**config.mk**
```make
export PLATFORM = sky130hd
export DESIGN_NAME = monolith_axis_tx_serializer
export DESIGN_NICKNAME = d
export VERILOG_FILES = /design/src/rtl/monolith_axis_pkg.sv /design/src/rtl/monolith_chunk_fifo.sv /design/src/rtl/monolith_axis_tx_serializer.sv
export SDC_FILE = /design/constraint.sdc
export NUM_CORES = 2
export LEC_CHECK = 0
export BUFFER_PORTS_ARGS = -buffer_cell sky130_fd_sc_hd__buf_2
export CORE_ASPECT_RATIO = 0.5
export CORE_UTILIZATION = 54
export CTS_CLUSTER_SIZE = 12
export DETAILED_ROUTE_END_ITERATION = 7
export PLACE_DENSITY_LB_ADDON = 0.05
export SETUP_SLACK_MARGIN = 0.15
export SLEW_MARGIN = 20
export SYNTH_ARGS = -nofsm -noshare
export SYNTH_HDL_FRONTEND = slang
export SYNTH_SLANG_ARGS = --single-unit
```
**constraint.sdc**
```tcl
create_clock -name clk -period 13.4 [get_ports clk]
set_input_delay 2.01 -clock clk [delete_from_list [all_inputs] [get_ports clk]]
set_output_delay 2.01 -clock clk [all_outputs]
set_load 0.03 [all_outputs]
```
**src/rtl/monolith_axis_pkg.sv**
```systemverilog
// Shared types and defaults for the Monolith AXI4-Stream path.
// Word and permutation geometry, plus the TX read-side state encoding.
package monolith_axis_pkg;

  localparam int unsigned WORD_WIDTH = 31;
  localparam int unsigned PERM_SIZE  = 16;

  typedef logic [WORD_WIDTH-1:0] word_t;
  typedef word_t perm_t [0:PERM_SIZE-1];

  typedef enum logic {
    TX_IDLE,
    TX_SEND
  } tx_state_t;

endpackage

```
**src/rtl/monolith_chunk_fifo.sv**
```systemverilog
// Whole-chunk FIFO: every push captures a complete permutation, every pop retires one.
// Reads are word-addressed into the entry at the read pointer.
module monolith_chunk_fifo #(
  parameter int unsigned DATA_WIDTH  = 31,
  parameter int unsigned CHUNK_SIZE  = 16,
  parameter int unsigned CHUNK_COUNT = 4,
  localparam int unsigned PTR_W = $clog2(CHUNK_COUNT),
  localparam int unsigned CNT_W = $clog2(CHUNK_COUNT + 1),
  localparam int unsigned IDX_W = (CHUNK_SIZE > 1) ? $clog2(CHUNK_SIZE) : 1
) (
  input  logic                  clk,
  input  logic                  reset,
  input  logic [DATA_WIDTH-1:0] push_data [0:CHUNK_SIZE-1],
  input  logic                  push_req,
  input  logic                  pop,
  input  logic [IDX_W-1:0]      rd_word,
  output logic [DATA_WIDTH-1:0] rd_data,
  output logic                  full,
  output logic                  empty,
  output logic                  overflow,
  output logic [CNT_W-1:0]      pending,
  output logic [CNT_W-1:0]      pending_next
);

  localparam logic [CNT_W-1:0] COUNT_MAX = CNT_W'(CHUNK_COUNT);

  logic [DATA_WIDTH-1:0] mem [0:CHUNK_COUNT-1][0:CHUNK_SIZE-1];

  logic [PTR_W-1:0] wr_ptr_q;
  logic [PTR_W-1:0] rd_ptr_q;
  logic [CNT_W-1:0] pending_q;
  logic [CNT_W-1:0] pending_d;
  logic             overflow_q;
  logic             push;
  logic             pop_ok;

  // Full is judged on the registered count, so a same-cycle pop never frees room for a push.
  assign full   = (pending_q == COUNT_MAX);
  assign empty  = (pending_q == '0);
  assign push   = push_req && !full;
  assign pop_ok = pop && !empty;

  always_comb begin
    pending_d = pending_q;
    unique case ({push, pop_ok})
      2'b10:   pending_d = pending_q + CNT_W'(1);
      2'b01:   pending_d = pending_q - CNT_W'(1);
      default: pending_d = pending_q;
    endcase
  end

  always_ff @(posedge clk or posedge reset) begin
    if (reset) begin
      wr_ptr_q   <= '0;
      rd_ptr_q   <= '0;
      pending_q  <= '0;
      overflow_q <= 1'b0;
    end else begin
      pending_q <= pending_d;
      if (push) begin
        wr_ptr_q <= wr_ptr_q + PTR_W'(1);
      end
      if (pop_ok) begin
        rd_ptr_q <= rd_ptr_q + PTR_W'(1);
      end
      if (push_req && full) begin
        overflow_q <= 1'b1;
      end
    end
  end

  // Storage is deliberately left out of reset.
  always_ff @(posedge clk) begin
    if (push) begin
      for (int i = 0; i < int'(CHUNK_SIZE); i++) begin
        mem[wr_ptr_q][i] <= push_data[i];
      end
    end
  end

  assign rd_data      = mem[rd_ptr_q][rd_word];
  assign pending      = pending_q;
  assign pending_next = pending_d;
  assign overflow     = overflow_q;

endmodule

```
**src/rtl/monolith_axis_tx_serializer.sv**
```systemverilog
// TX end of the Monolith stream: buffers whole permutations and emits each one as an
// AXI4-Stream packet, one word per beat, TLAST on the final word.
module monolith_axis_tx_serializer
  import monolith_axis_pkg::*;
#(
  parameter int unsigned DATA_WIDTH  = WORD_WIDTH,
  parameter int unsigned CHUNK_SIZE  = PERM_SIZE,
  parameter int unsigned CHUNK_COUNT = 4,
  localparam int unsigned CNT_W  = $clog2(CHUNK_COUNT + 1),
  localparam int unsigned STRB_W = DATA_WIDTH / 8
) (
  input  logic                  clk,
  input  logic                  reset,
  input  logic [DATA_WIDTH-1:0] chunk_in [0:CHUNK_SIZE-1],
  input  logic                  chunk_write_strobe,
  output logic                  fifo_full,
  output logic [CNT_W-1:0]      chunks_pending,
  output logic                  chunk_overflow,
  output logic                  m_axis_tvalid,
  output logic [DATA_WIDTH-1:0] m_axis_tdata,
  output logic [STRB_W-1:0]     m_axis_tstrb,
  output logic                  m_axis_tlast,
  input  logic                  m_axis_tready
);

  localparam int unsigned IDX_W = (CHUNK_SIZE > 1) ? $clog2(CHUNK_SIZE) : 1;
  localparam logic [IDX_W-1:0] LAST_IDX = IDX_W'(CHUNK_SIZE - 1);

  tx_state_t state_q;
  tx_state_t state_d;

  logic [IDX_W-1:0]      word_idx_q;
  logic [IDX_W-1:0]      word_idx_d;
  logic [DATA_WIDTH-1:0] rd_data;
  logic [CNT_W-1:0]      pending_next;
  logic                  fifo_empty;
  logic                  sending;
  logic                  beat;
  logic                  last_beat;

  assign sending   = (state_q == TX_SEND);
  assign beat      = sending && m_axis_tready;
  assign last_beat = beat && (word_idx_q == LAST_IDX);

  monolith_chunk_fifo #(
    .DATA_WIDTH  (DATA_WIDTH),
    .CHUNK_SIZE  (CHUNK_SIZE),
    .CHUNK_COUNT (CHUNK_COUNT)
  ) u_fifo (
    .clk          (clk),
    .reset        (reset),
    .push_data    (chunk_in),
    .push_req     (chunk_write_strobe),
    .pop          (last_beat),
    .rd_word      (word_idx_q),
    .rd_data      (rd_data),
    .full         (fifo_full),
    .empty        (fifo_empty),
    .overflow     (chunk_overflow),
    .pending      (chunks_pending),
    .pending_next (pending_next)
  );

  always_ff @(posedge clk or posedge reset) begin
    if (reset) begin
      state_q    <= TX_IDLE;
      word_idx_q <= '0;
    end else begin
      state_q    <= state_d;
      word_idx_q <= word_idx_d;
    end
  end

  // Looking at the post-update count lets a strobe into an empty FIFO show valid next cycle,
  // and keeps SEND across a pop when more chunks remain so packets run back-to-back.
  always_comb begin
    state_d = state_q;
    unique case (state_q)
      TX_IDLE: begin
        if (pending_next != '0) begin
          state_d = TX_SEND;
        end
      end
      TX_SEND: begin
        if (last_beat && (pending_next == '0)) begin
          state_d = TX_IDLE;
        end
      end
      default: state_d = TX_IDLE;
    endcase
  end

  always_comb begin
    word_idx_d = word_idx_q;
    if (beat) begin
      word_idx_d = last_beat ? '0 : word_idx_q + IDX_W'(1);
    end
  end

  always_comb begin
    m_axis_tvalid = sending;
    m_axis_tdata  = sending ? rd_data : '0;
    m_axis_tstrb  = sending ? '1 : '0;
    m_axis_tlast  = sending && (word_idx_q == LAST_IDX);
  end

endmodule

```
==> out/summary.txt <==
Status - finished clean
Routed Antenna Nets - 0
Reg2reg path depth - 6
Synth unique cells - 42
Final Cycle Share - 56.4%
Mapped Nets - 4019
Slowest cell on crit path - dfrtp_4
Max-Cap Viols - 0
Routed WL - 188000 um
Setup Viol. Count Final - 0
Synth top area share - 77.9%
P_leak - 27.8 nW
GRT overflow - 0
Die Y - 268 um
Post-route minimum period - 7560 ps
CP required - 11390 ps
H-tree depth - 4
Die Width - 534 um
Largest net degree at the start of global routing - 131
CP startpoint kind - flop
First-pass GRT wire length - 264000 um
Slew margin rel. - 22.3%
Hold-fix buffers, CTS - 0
Synth warn - 0
Initial antenna violation count - 123
Pwr/cell area - 219 nW/um2
TritonCTS Buffers - 193
Root Buffer - clkbuf_16
Number of port buffers - 540
Critical path class - reg2out
Reg-to-reg startpoint - u_fifo.pending[1]
Syn Inst Count - 3512
Final clock skew - 37.0 ps
Clock transition at path regs - 60 ps
Post-synth top flop - edfxtp_1
Deepest clock path buffer count - 4
Crit path cell chain - buf_12 > buf_4 > mux4_2 > o22ai_1 > a211oi_1 > a211oi_2 > o2bb2ai_1 > buf_2
Die area - 143000 um2
Max Slew Vio Count - 0
Critical path launch point - u_fifo.rd_ptr_q[1]
Commonest non-fill, non-tap cells in the layout - edfxtp_1, buf_2, mux4_2
Fin. Hold Viols - 0
Post-route setup TNS - 0 ps
Pre-Repair DR Iteration Count - 5
Arrival @ worst endpoint - 5550 ps
FMAX - 0.132 GHz
Routed length per instance - 31.0 um
Vias in the first global route - 37300
Layout cells sized above 1 - 30.2%
Multi-input logic area - 15500 um2
GP Congestion - 0.806
Peak supply drop - 0.140 mV
Synth top area cells - edfxtp_1, mux4_2, mux2i_1
I/O pin total - 541
DRT iter0 DRCs - 3704
Worst-margin pin slew - 1160 ps
Register Area - 59900 um2
Yosys reg bits - 1997
Async SR Flop Fraction - 0.651%
Most common library cell in the layout ignoring fill and taps - edfxtp_1
Area leader, netlist - edfxtp_1
DP HPWL - 117000 um
RSZ-0062 raised after global routing - no
Crit Path Max Fanout - 82
CTS resizes - 0
Worst reg2reg setup slack - 9310 ps
Routed via count - 37500
CTS tree - yes
Post-synth EDFFs - 1984
Seq/Total Area, Yosys - 78.4%
Clock latency on the worst-skew pair - 800 ps
Endpoint class of the critical path - output port
Area of the core - 140000 um2
Post-CTS setup buffer count - 0
FF-to-FF End - u_fifo.mem[2][292]
Total track usage - 26.1%
CTS Sinks - 1997
DRC Markers - 0
Synth Cell Area - 76400 um2
Initial Util - 54.5%
Rows - 97
Critical Path End - m_axis_tdata[2]
# fillers - 9840
Area Growth Syn to Fin - 12.9%
Max stage delay on crit path - 910 ps
Mean cell area of the mapped netlist - 21.8 um2
Hold WC Path Type - reg2reg
Vias/cell - 6.18
Final core occ - 61.6%
Post-layout nets - 4619
[where the power goes]
| part | internal [mW] | switching [mW] | total, mW |
|---|---|---|---|
| clock | 2.58 | 2.11 | 4.69 |
| sequential | 8.21 | 0.352 | 8.56 |
| combinational | 2.04 | 3.59 | 5.64 |
| total | 12.8 | 6.05 | 18.9 |
[worst max-delay path: cells and delay by family, from the launching register on]
kind / cells / cell delay [ps]
buf+inv: 3 / 1590
compound gates: 4 / 1500
flops: 1 / 910
mux: 1 / 590
[sequential cells by signal, indices dropped and copies added (netlist names)]
name / flops
u_fifo.rd_ptr_q: 2
u_fifo.mem: 1984
u_fifo.wr_ptr_q: 2
word_idx_q: 4
u_fifo.overflow: 1
m_axis_tvalid: 1
u_fifo.pending: 3
[how the worst min path moves through the flow]
| stage | end | cells after the start | startpoint | slack, ps |
|---|---|---|---|---|
| floorplan | word_idx_q[3] | 1 | word_idx_q[3] | 490 |
| global placement | u_fifo.overflow | 1 | u_fifo.overflow | 430 |
| detailed placement | u_fifo.overflow | 1 | u_fifo.overflow | 440 |
| CTS | u_fifo.overflow | 1 | u_fifo.overflow | 460 |
| global route | u_fifo.overflow | 1 | u_fifo.overflow | 480 |
| finish | u_fifo.overflow | 1 | u_fifo.overflow | 450 |
[cells by family (layout without fill, tap and decap cells)]
| logic type | count (synthesis) | in the layout | synth area share (%) |
|---|---|---|---|
| flip-flops | 1997 | 1997 | 78.4 |
| multiplexers | 715 | 715 | 15.1 |
| AO/OA/AOI/OAI | 438 | 438 | 4.14 |
| buffers and inverters | 221 | 848 | 1.50 |
| AND/OR/NAND/NOR | 127 | 127 | 0.696 |
| adder cells (fa/ha/maj) | 7 | 7 | 0.124 |
| XOR/XNOR | 7 | 7 | 0.0802 |
| other | 0 | 43 | 0 |
[layer usage]
layer | up-vias | wire [um] | global-route usage [%]
li1 | 16000 | - | -
met1 | 19700 | 79700 | 37.3
met2 | 1339 | 88700 | 40.4
met3 | 360 | 15400 | 6.87
met4 | 44 | 4190 | 6.40
met5 | - | 265 | 0
[final cells by class]
class	instances	share of cell area (%)
well taps	1881	2.73
repair buffers	618	3.95
clock inverters	5	0.0406
flip-flops and latches	1997	69.4
multi-input cells	1294	17.9
diodes	43	0.125
clock buffers	217	5.75
inverters	8	0.0406
[Yosys cell counts (21+ instances only)]
cell,instances
o221ai_1,31
mux4_2,343
mux2i_1,310
a211oi_1,91
o211ai_1,30
buf_4,32
o2bb2ai_1,30
clkbuf_1,70
o2111ai_1,31
mux2_2,62
a21oi_1,31
a22oi_1,30
a211o_1,30
o21ai_1,21
edfxtp_1,1984
buf_2,85
o22ai_1,91
nand2_1,101
[through the flow]
stage	instances	hold WS (ps)	cell area, um2	setup WS (ps)	power, mW
after global routing	6042	481	86300	5630	19.6
after floorplan	3512	493	76400	-1110	12.7
final	6063	454	86300	5840	18.9
after detailed placement	5798	444	81200	6540	14.4
after CTS	6020	458	86200	5660	19.0
after global placement	5798	432	81200	6550	14.3
Power figures use the tool's default switching activity.
